--- src/rtl/alu_arbiter_if.sv ---
// Request/response and ALU-side bus of alu_arbiter.
// slave: the arbiter. master: requesters plus the attached ALU.
interface alu_arbiter_if #(parameter int SIZE = 32);
  logic            req0_valid, req0_ready;
  logic [5:0]      req0_ctrl;
  logic [SIZE-1:0] req0_a, req0_b;
  logic            req1_valid, req1_ready;
  logic [5:0]      req1_ctrl;
  logic [SIZE-1:0] req1_a, req1_b;
  logic            rsp0_valid, rsp0_ready;
  logic            rsp1_valid, rsp1_ready;
  logic [SIZE-1:0] rsp_out;
  logic            rsp_zero;
  logic [SIZE-1:0] alu_a, alu_b;
  logic [5:0]      alu_ctrl;
  logic [SIZE-1:0] alu_out;
  logic            alu_zero;

  modport slave (
    input  req0_valid, req0_ctrl, req0_a, req0_b,
    input  req1_valid, req1_ctrl, req1_a, req1_b,
    input  rsp0_ready, rsp1_ready, alu_out, alu_zero,
    output req0_ready, req1_ready, rsp0_valid, rsp1_valid,
    output rsp_out, rsp_zero, alu_a, alu_b, alu_ctrl
  );

  modport master (
    output req0_valid, req0_ctrl, req0_a, req0_b,
    output req1_valid, req1_ctrl, req1_a, req1_b,
    output rsp0_ready, rsp1_ready, alu_out, alu_zero,
    input  req0_ready, req1_ready, rsp0_valid, rsp1_valid,
    input  rsp_out, rsp_zero, alu_a, alu_b, alu_ctrl
  );
endinterface

--- src/rtl/alu_arbiter.sv ---
// alu_arbiter: two requesters share one combinational ALU.
// IDLE -> EXEC -> RESP. Operands and result are registered; MUL opcodes
// (6'h15, 6'h35) hold EXEC for MUL_LAT cycles.
// Option macro ALU_ARB_FIXED_PRIO_EN: requester 0 always wins a tie
// (default, macro undefined: round-robin on rr_ptr).
module alu_arbiter #(
  parameter int SIZE    = 32,
  parameter int MUL_LAT = 3
) (
  input logic         clk,
  input logic         rst_n,
  alu_arbiter_if.slave bus
);
  typedef enum logic [1:0] {IDLE = 2'd0, EXEC = 2'd1, RESP = 2'd2} state_t;

  typedef struct packed {
    logic [5:0]      ctrl;
    logic [SIZE-1:0] a;
    logic [SIZE-1:0] b;
  } op_t;

  localparam logic [3:0] MUL_CNT = 4'(MUL_LAT - 1);

  state_t          state_q, state_d;
  op_t             op_q, op_req;
  logic            gnt_q, gnt_d;
  logic [3:0]      cnt_q;
  logic [1:0]      rsp_vld_q;
  logic [SIZE-1:0] rsp_out_q;
  logic            rsp_zero_q;
  logic            take, is_mul, done, rsp_hs;
`ifndef ALU_ARB_FIXED_PRIO_EN
  logic            rr_ptr;
`endif

  // Grant selection and handshake decode
  always_comb begin
`ifdef ALU_ARB_FIXED_PRIO_EN
    gnt_d  = ~bus.req0_valid;
`else
    gnt_d  = (bus.req0_valid && bus.req1_valid) ? rr_ptr : bus.req1_valid;
`endif
    op_req = gnt_d ? op_t'{bus.req1_ctrl, bus.req1_a, bus.req1_b}
                   : op_t'{bus.req0_ctrl, bus.req0_a, bus.req0_b};
    take   = (state_q == IDLE) && (bus.req0_valid || bus.req1_valid);
    is_mul = (op_req.ctrl == 6'h15) || (op_req.ctrl == 6'h35);
    done   = (state_q == EXEC) && (cnt_q == 4'd0);
    rsp_hs = (state_q == RESP) && (gnt_q ? bus.rsp1_ready : bus.rsp0_ready);
  end

  assign bus.req0_ready = take && !gnt_d;
  assign bus.req1_ready = take &&  gnt_d;

  // ALU inputs parked at NOOP/zero outside EXEC to keep the ALU quiet
  assign bus.alu_ctrl   = (state_q == EXEC) ? op_q.ctrl : 6'h0;
  assign bus.alu_a      = (state_q == EXEC) ? op_q.a    : '0;
  assign bus.alu_b      = (state_q == EXEC) ? op_q.b    : '0;

  assign bus.rsp0_valid = rsp_vld_q[0];
  assign bus.rsp1_valid = rsp_vld_q[1];
  assign bus.rsp_out    = rsp_out_q;
  assign bus.rsp_zero   = rsp_zero_q;

  // FSM state register
  always_ff @(posedge clk) begin
    if (!rst_n) state_q <= IDLE;
    else        state_q <= state_d;
  end

  // FSM next state
  always_comb begin
    state_d = state_q;
    case (state_q)
      IDLE:    if (take)   state_d = EXEC;
      EXEC:    if (done)   state_d = RESP;
      RESP:    if (rsp_hs) state_d = IDLE;
      default:             state_d = IDLE;
    endcase
  end

  // Operand latch, MUL hold counter and registered response
  always_ff @(posedge clk) begin
    if (!rst_n) begin
      op_q       <= '0;
      gnt_q      <= 1'b0;
      cnt_q      <= '0;
      rsp_vld_q  <= '0;
      rsp_out_q  <= '0;
      rsp_zero_q <= 1'b0;
    end else begin
      if (take) begin
        op_q  <= op_req;
        gnt_q <= gnt_d;
        cnt_q <= is_mul ? MUL_CNT : 4'd0;
      end
      if (state_q == EXEC && cnt_q != 4'd0) cnt_q <= cnt_q - 4'd1;
      if (done) begin
        rsp_out_q        <= bus.alu_out;
        rsp_zero_q       <= bus.alu_zero;
        rsp_vld_q[gnt_q] <= 1'b1;
      end
      if (rsp_hs) rsp_vld_q <= '0;
    end
  end

`ifndef ALU_ARB_FIXED_PRIO_EN
  // Round-robin pointer moves only when a response completes
  always_ff @(posedge clk) begin
    if (!rst_n)      rr_ptr <= 1'b0;
    else if (rsp_hs) rr_ptr <= ~gnt_q;
  end
`endif
endmodule

--- src/flat_wrapper.sv ---
// flat-port wrapper written by rule: the top's interface ports become plain ports
module alu_arbiter_flat 
#(
  parameter int SIZE    = 32,
  parameter int MUL_LAT = 3
)
  (clk, rst_n, bus_req0_valid, bus_req0_ctrl, bus_req0_a, bus_req0_b, bus_req1_valid, bus_req1_ctrl, bus_req1_a, bus_req1_b, bus_rsp0_ready, bus_rsp1_ready, bus_alu_out, bus_alu_zero, bus_req0_ready, bus_req1_ready, bus_rsp0_valid, bus_rsp1_valid, bus_rsp_out, bus_rsp_zero, bus_alu_a, bus_alu_b, bus_alu_ctrl);
  alu_arbiter_if #(.SIZE(SIZE)) bus_i ();
  input logic clk;
  input logic rst_n;
  input wire logic [$bits(bus_i.req0_valid)-1:0] bus_req0_valid;
  input wire logic [$bits(bus_i.req0_ctrl)-1:0] bus_req0_ctrl;
  input wire logic [$bits(bus_i.req0_a)-1:0] bus_req0_a;
  input wire logic [$bits(bus_i.req0_b)-1:0] bus_req0_b;
  input wire logic [$bits(bus_i.req1_valid)-1:0] bus_req1_valid;
  input wire logic [$bits(bus_i.req1_ctrl)-1:0] bus_req1_ctrl;
  input wire logic [$bits(bus_i.req1_a)-1:0] bus_req1_a;
  input wire logic [$bits(bus_i.req1_b)-1:0] bus_req1_b;
  input wire logic [$bits(bus_i.rsp0_ready)-1:0] bus_rsp0_ready;
  input wire logic [$bits(bus_i.rsp1_ready)-1:0] bus_rsp1_ready;
  input wire logic [$bits(bus_i.alu_out)-1:0] bus_alu_out;
  input wire logic [$bits(bus_i.alu_zero)-1:0] bus_alu_zero;
  output wire logic [$bits(bus_i.req0_ready)-1:0] bus_req0_ready;
  output wire logic [$bits(bus_i.req1_ready)-1:0] bus_req1_ready;
  output wire logic [$bits(bus_i.rsp0_valid)-1:0] bus_rsp0_valid;
  output wire logic [$bits(bus_i.rsp1_valid)-1:0] bus_rsp1_valid;
  output wire logic [$bits(bus_i.rsp_out)-1:0] bus_rsp_out;
  output wire logic [$bits(bus_i.rsp_zero)-1:0] bus_rsp_zero;
  output wire logic [$bits(bus_i.alu_a)-1:0] bus_alu_a;
  output wire logic [$bits(bus_i.alu_b)-1:0] bus_alu_b;
  output wire logic [$bits(bus_i.alu_ctrl)-1:0] bus_alu_ctrl;
  assign bus_i.req0_valid = bus_req0_valid;
  assign bus_i.req0_ctrl = bus_req0_ctrl;
  assign bus_i.req0_a = bus_req0_a;
  assign bus_i.req0_b = bus_req0_b;
  assign bus_i.req1_valid = bus_req1_valid;
  assign bus_i.req1_ctrl = bus_req1_ctrl;
  assign bus_i.req1_a = bus_req1_a;
  assign bus_i.req1_b = bus_req1_b;
  assign bus_i.rsp0_ready = bus_rsp0_ready;
  assign bus_i.rsp1_ready = bus_rsp1_ready;
  assign bus_i.alu_out = bus_alu_out;
  assign bus_i.alu_zero = bus_alu_zero;
  assign bus_req0_ready = bus_i.req0_ready;
  assign bus_req1_ready = bus_i.req1_ready;
  assign bus_rsp0_valid = bus_i.rsp0_valid;
  assign bus_rsp1_valid = bus_i.rsp1_valid;
  assign bus_rsp_out = bus_i.rsp_out;
  assign bus_rsp_zero = bus_i.rsp_zero;
  assign bus_alu_a = bus_i.alu_a;
  assign bus_alu_b = bus_i.alu_b;
  assign bus_alu_ctrl = bus_i.alu_ctrl;
  alu_arbiter #(.SIZE(SIZE), .MUL_LAT(MUL_LAT)) u_core (.clk(clk), .rst_n(rst_n), .bus(bus_i));
endmodule
--- config.mk ---
export PLATFORM = sky130hd
export DESIGN_NAME = alu_arbiter_flat
export DESIGN_NICKNAME = d
export VERILOG_FILES = /design/src/rtl/alu_arbiter_if.sv /design/src/rtl/alu_arbiter.sv /design/src/flat_wrapper.sv
export SDC_FILE = /design/constraint.sdc
export NUM_CORES = 1
export LEC_CHECK = 0
export BUFFER_PORTS_ARGS = -buffer_cell sky130_fd_sc_hd__buf_2
export CAP_MARGIN = 20
export CORE_UTILIZATION = 25
export CTS_CLUSTER_SIZE = 14
export DETAILED_ROUTE_END_ITERATION = 10
export RECOVER_POWER = 50
export SLEW_MARGIN = 20
export SYNTH_ARGS = -nofsm -noshare
export SYNTH_HDL_FRONTEND = slang
export SYNTH_SLANG_ARGS = --single-unit
--- constraint.sdc ---
create_clock -name clk -period 1.54 [get_ports clk]
set_input_delay 0.308 -clock clk [delete_from_list [all_inputs] [get_ports clk]]
set_output_delay 0.308 -clock clk [all_outputs]
set_load 0.005 [all_outputs]
==> results_dict.tcl <==
set metrics [dict create \
    die_x_extent_um 151 \
    worst-endpoint-required_ns 1.23 \
    ctsHtreeMaxLevel 4 \
    worst_ir_drop_on_vdd_uv 717 \
    period_share_pct 120 \
    finish.instance_area_sq_um 9380 \
    post_synth.cell_area_avg_sq_um 9.34 \
    regToRegEndpoint "u_core.bus.rsp_out[10]$_SDFFE_PN0P_" \
    detailedRoute.firstIterationViolations 130 \
    critical_path.slowest_cell "sky130_fd_sc_hd__dfxtp_2" \
    quantity_of_i_o_buffers_inserted_on_ports 285 \
    synthMuxAreaShare_pct 12.7 \
    p_leak_nw 4.46 \
    synth_flop_cell "sky130_fd_sc_hd__dfxtp_1" \
    critPathLaunch "u_core.state_q[1]$_SDFFE_PN0P_" \
    unrepaired_setup_endpoints_after_global_routing "true" \
    synth_top_family_by_area "simple AND/OR/NAND/NOR gates" \
    cts.sinks 113 \
    insertedDiodeCount 0 \
    vias 5378 \
    rr_startpoint "u_core.cnt_q[1]$_SDFFE_PN0P_" \
    synth-async-reset-ratio_pct 0 \
    setup.worst_path.start_class "register" \
    placement.cell_area_sq_um 7410 \
    layout-drive-gt1-share_pct 58.3 \
    synth_compound_gate_area_share_pct 19.4 \
    drc 0 \
    multi_input_comb_area_sq_um 3370 \
    finalClockSkew_ns 0.00795 \
    starting_utilization_of_the_core_area_pct 25.5 \
    wire_length_of_the_first_global_routing_pass_um 24500 \
    drt_first_pass_iters 4 \
    worst_pin_slew_ns 0.363 \
    cts-root-to-sink-buffers 2 \
    cell_variety_after_synth 35 \
    routed_wl_um 18600 \
    grt_remaining_overflow 0 \
    worst-setup-path-type "reg -> out" \
    yosysSeqAreaShare_pct 40.5 \
    post-layout-total-power_mw 10.5 \
    antenna_violating_nets_post_route 0 \
    setup_violations 177 \
    io-pin-count 286 \
    seqCellArea_sq_um 2270 \
    avgViaCountPerCell 4.44 \
    crit_fanout 5 \
    min-delay-path-class "in -> reg" \
    filler_cell_count 2144 \
    mostFrequentLayoutCells "sky130_fd_sc_hd__buf_2 (225), sky130_fd_sc_hd__dfxtp_1 (109), sky130_fd_sc_hd__mux2i_1 (71)" \
    tritoncts_clock_tree "done" \
    synthAdderAreaFrac_pct 0.224 \
    fmax_mhz 540 \
    cp_cell_sequence "nor2b_4 > buf_6 > buf_12 > clkbuf_16 > and2_4 > buf_6" \
    synthesized_instance_count 598 \
    yosys.area_share.xor_xnor_pct 0 \
    hold_viol 0 \
    cts_inserted_buffers 17 \
    cts_root_buf "sky130_fd_sc_hd__clkbuf_16" \
    worst_slack_ns -0.313 \
    nets 1097 \
    layout_min_cycle_time_ns 1.85 \
    layout_commonest_cell "sky130_fd_sc_hd__buf_2" \
    reg2regPathDepth 7 \
    place.detailed.hpwl_um 11500 \
    place.gp.congestion 0.707 \
    crit_path_max_incr_delay_ns 0.35 \
    grt_start_max_net_pins 43 \
    design.die.area_sq_um 22900 \
    critPathMostFrequentCell "sky130_fd_sc_hd__buf_6" \
    avgRoutedWirePerCell_um 15.4 \
    fin_util_pct 42.8 \
    number_of_synthesized_flops_with_an_enable_pin 0 \
    dieHeight_um 151 \
    grt_antenna_before_repair 1 \
    timing.hold.ws_ns 0.129 \
    cp_data_arrival_time_ns 1.54 \
    worst_setup_hold_path_clk_slew_ns 0.06 \
    cap_viol_max_count 0 \
    groute.usage.overall_pct 14.2 \
    yosys.area_share.simple_pct 20.3 \
    number_of_global_route_vias_before_repair 4637 \
    yosys_warnings 0 \
    slew-limit-headroom_pct 75.8 \
    violated_checks "setup timing" \
    num_rows 54 \
    synthToLayoutAreaGrowth_pct 67.9 \
    fp.coreArea_sq_um 21900 \
    mappedNetlistArea_sq_um 5580 \
    status "finished, violations left" \
    synth_nets 778 \
    report.final.slew_viol_count 0 \
    power_density_nw_per_um2 1120 \
    setup.worst_path.end "bus_alu_b[18]" \
    ys_ff_latch 113 \
    worstSkewPairLatency_ns 0.41 \
    dp_worst_setup_slack_ns -0.0613 \
    setup.worst_path.end_class "output pin" \
    setup.reg_to_reg.worst_slack_ns -0.11 \
]
-- synthesized netlist by cell type, drive strengths merged (3+ instances only) --
cell type  count  area share [%]
a211oi        70              15
a21oi         38             3.4
a31oi          3            0.34
and2          71             8.0
buf           28             5.0
clkbuf        21             1.4
dfxtp        113              41
inv            6            0.40
mux2i         71              13
nand2         72             4.8
nand3          3            0.27
nor2          79             5.6
o21a           3            0.40
o21ai          3            0.47
or3            3            0.34
-- critical path: cells and delay by family, from the launching register on --
family	cells	cell delay, ns
buf+inv	4	0.48
flops	1	0.35
simple gates	2	0.29
-- where the power goes --
part	leakage [nW]	internal (mW)	switching [mW]
Sequential	0.935	3.28	0.186
Clock	0.291	2.50	1.54
Combinational	3.23	1.62	1.41
Total	4.46	7.40	3.14
-- kinds of logic after synthesis --
logic type	count (synthesis)
AOI/OAI and AO/OA	119
adders and majority gates	1
buffers and inverters	55
DFF	113
muxes	71
and+or+nand+nor	239
-- worst min path at each step --
stage | from | to | slack, ns | cells past startpoint
finish | bus_alu_out[26] | u_core.bus.rsp_out[26]$_SDFFE_PN0P_ | 0.13 | 3
global route | bus_alu_out[23] | u_core.bus.rsp_out[23]$_SDFFE_PN0P_ | 0.12 | 3
CTS | bus_alu_out[26] | u_core.bus.rsp_out[26]$_SDFFE_PN0P_ | 0.11 | 3
floorplan | rst_n | u_core.cnt_q[0]$_SDFFE_PN0P_ | 0.43 | 1
global placement | u_core.bus.rsp_out[19]$_SDFFE_PN0P_ | u_core.bus.rsp_out[19]$_SDFFE_PN0P_ | 0.44 | 2
detailed placement | u_core.bus.rsp_out[10]$_SDFFE_PN0P_ | u_core.bus.rsp_out[10]$_SDFFE_PN0P_ | 0.44 | 2
-- cell type report --
cell class              instances  area share [%]
clock buffers                  19            4.83
multi-input cells             430            36.0
repair buffers                349            29.4
flip-flops and latches        113            24.2
well taps                     280            3.74
clock inverters                13            1.60
inverters                       6           0.267
-- routing by layer --
layer,share of wire [%],routed length [um],global-route usage (%)
met5,0.048,9,0
met4,0.62,115,3.30
met3,6.5,1210,4.79
met2,50,9380,24.2
met1,43,7930,17.0
-- per-stage QoR --
step | std cells | TNS [ns]
finish | 1210 | -24.62
global route | 1210 | -37.74
CTS | 1190 | -27.43
detailed placement | 1141 | -0.344
global placement | 1141 | -0.220
floorplan | 598 | 0
-- state kept, by name, summed over array words and instances (netlist names) --
name / cells
u_core.gnt_q: 1
u_core.bus.rsp_out: 32
u_core.bus.rsp_zero: 1
u_core.op_q: 70
u_core.state_q: 2
u_core.cnt_q: 4
u_core.rr_ptr: 1
u_core.rsp_vld_q: 2
-- timing repair --
| action | CTS | global route |
|---|---|---|
| setup buffers | 13 | 10 |
| pin swaps | 9 | 65 |
| gates resized for setup | 45 | 160 |
| endpoints found under the setup margin | 72 | 180 |
| cloned | 5 | 13 |
| hold buffers | 0 | 0 |
Power figures use the tool's default switching activity.
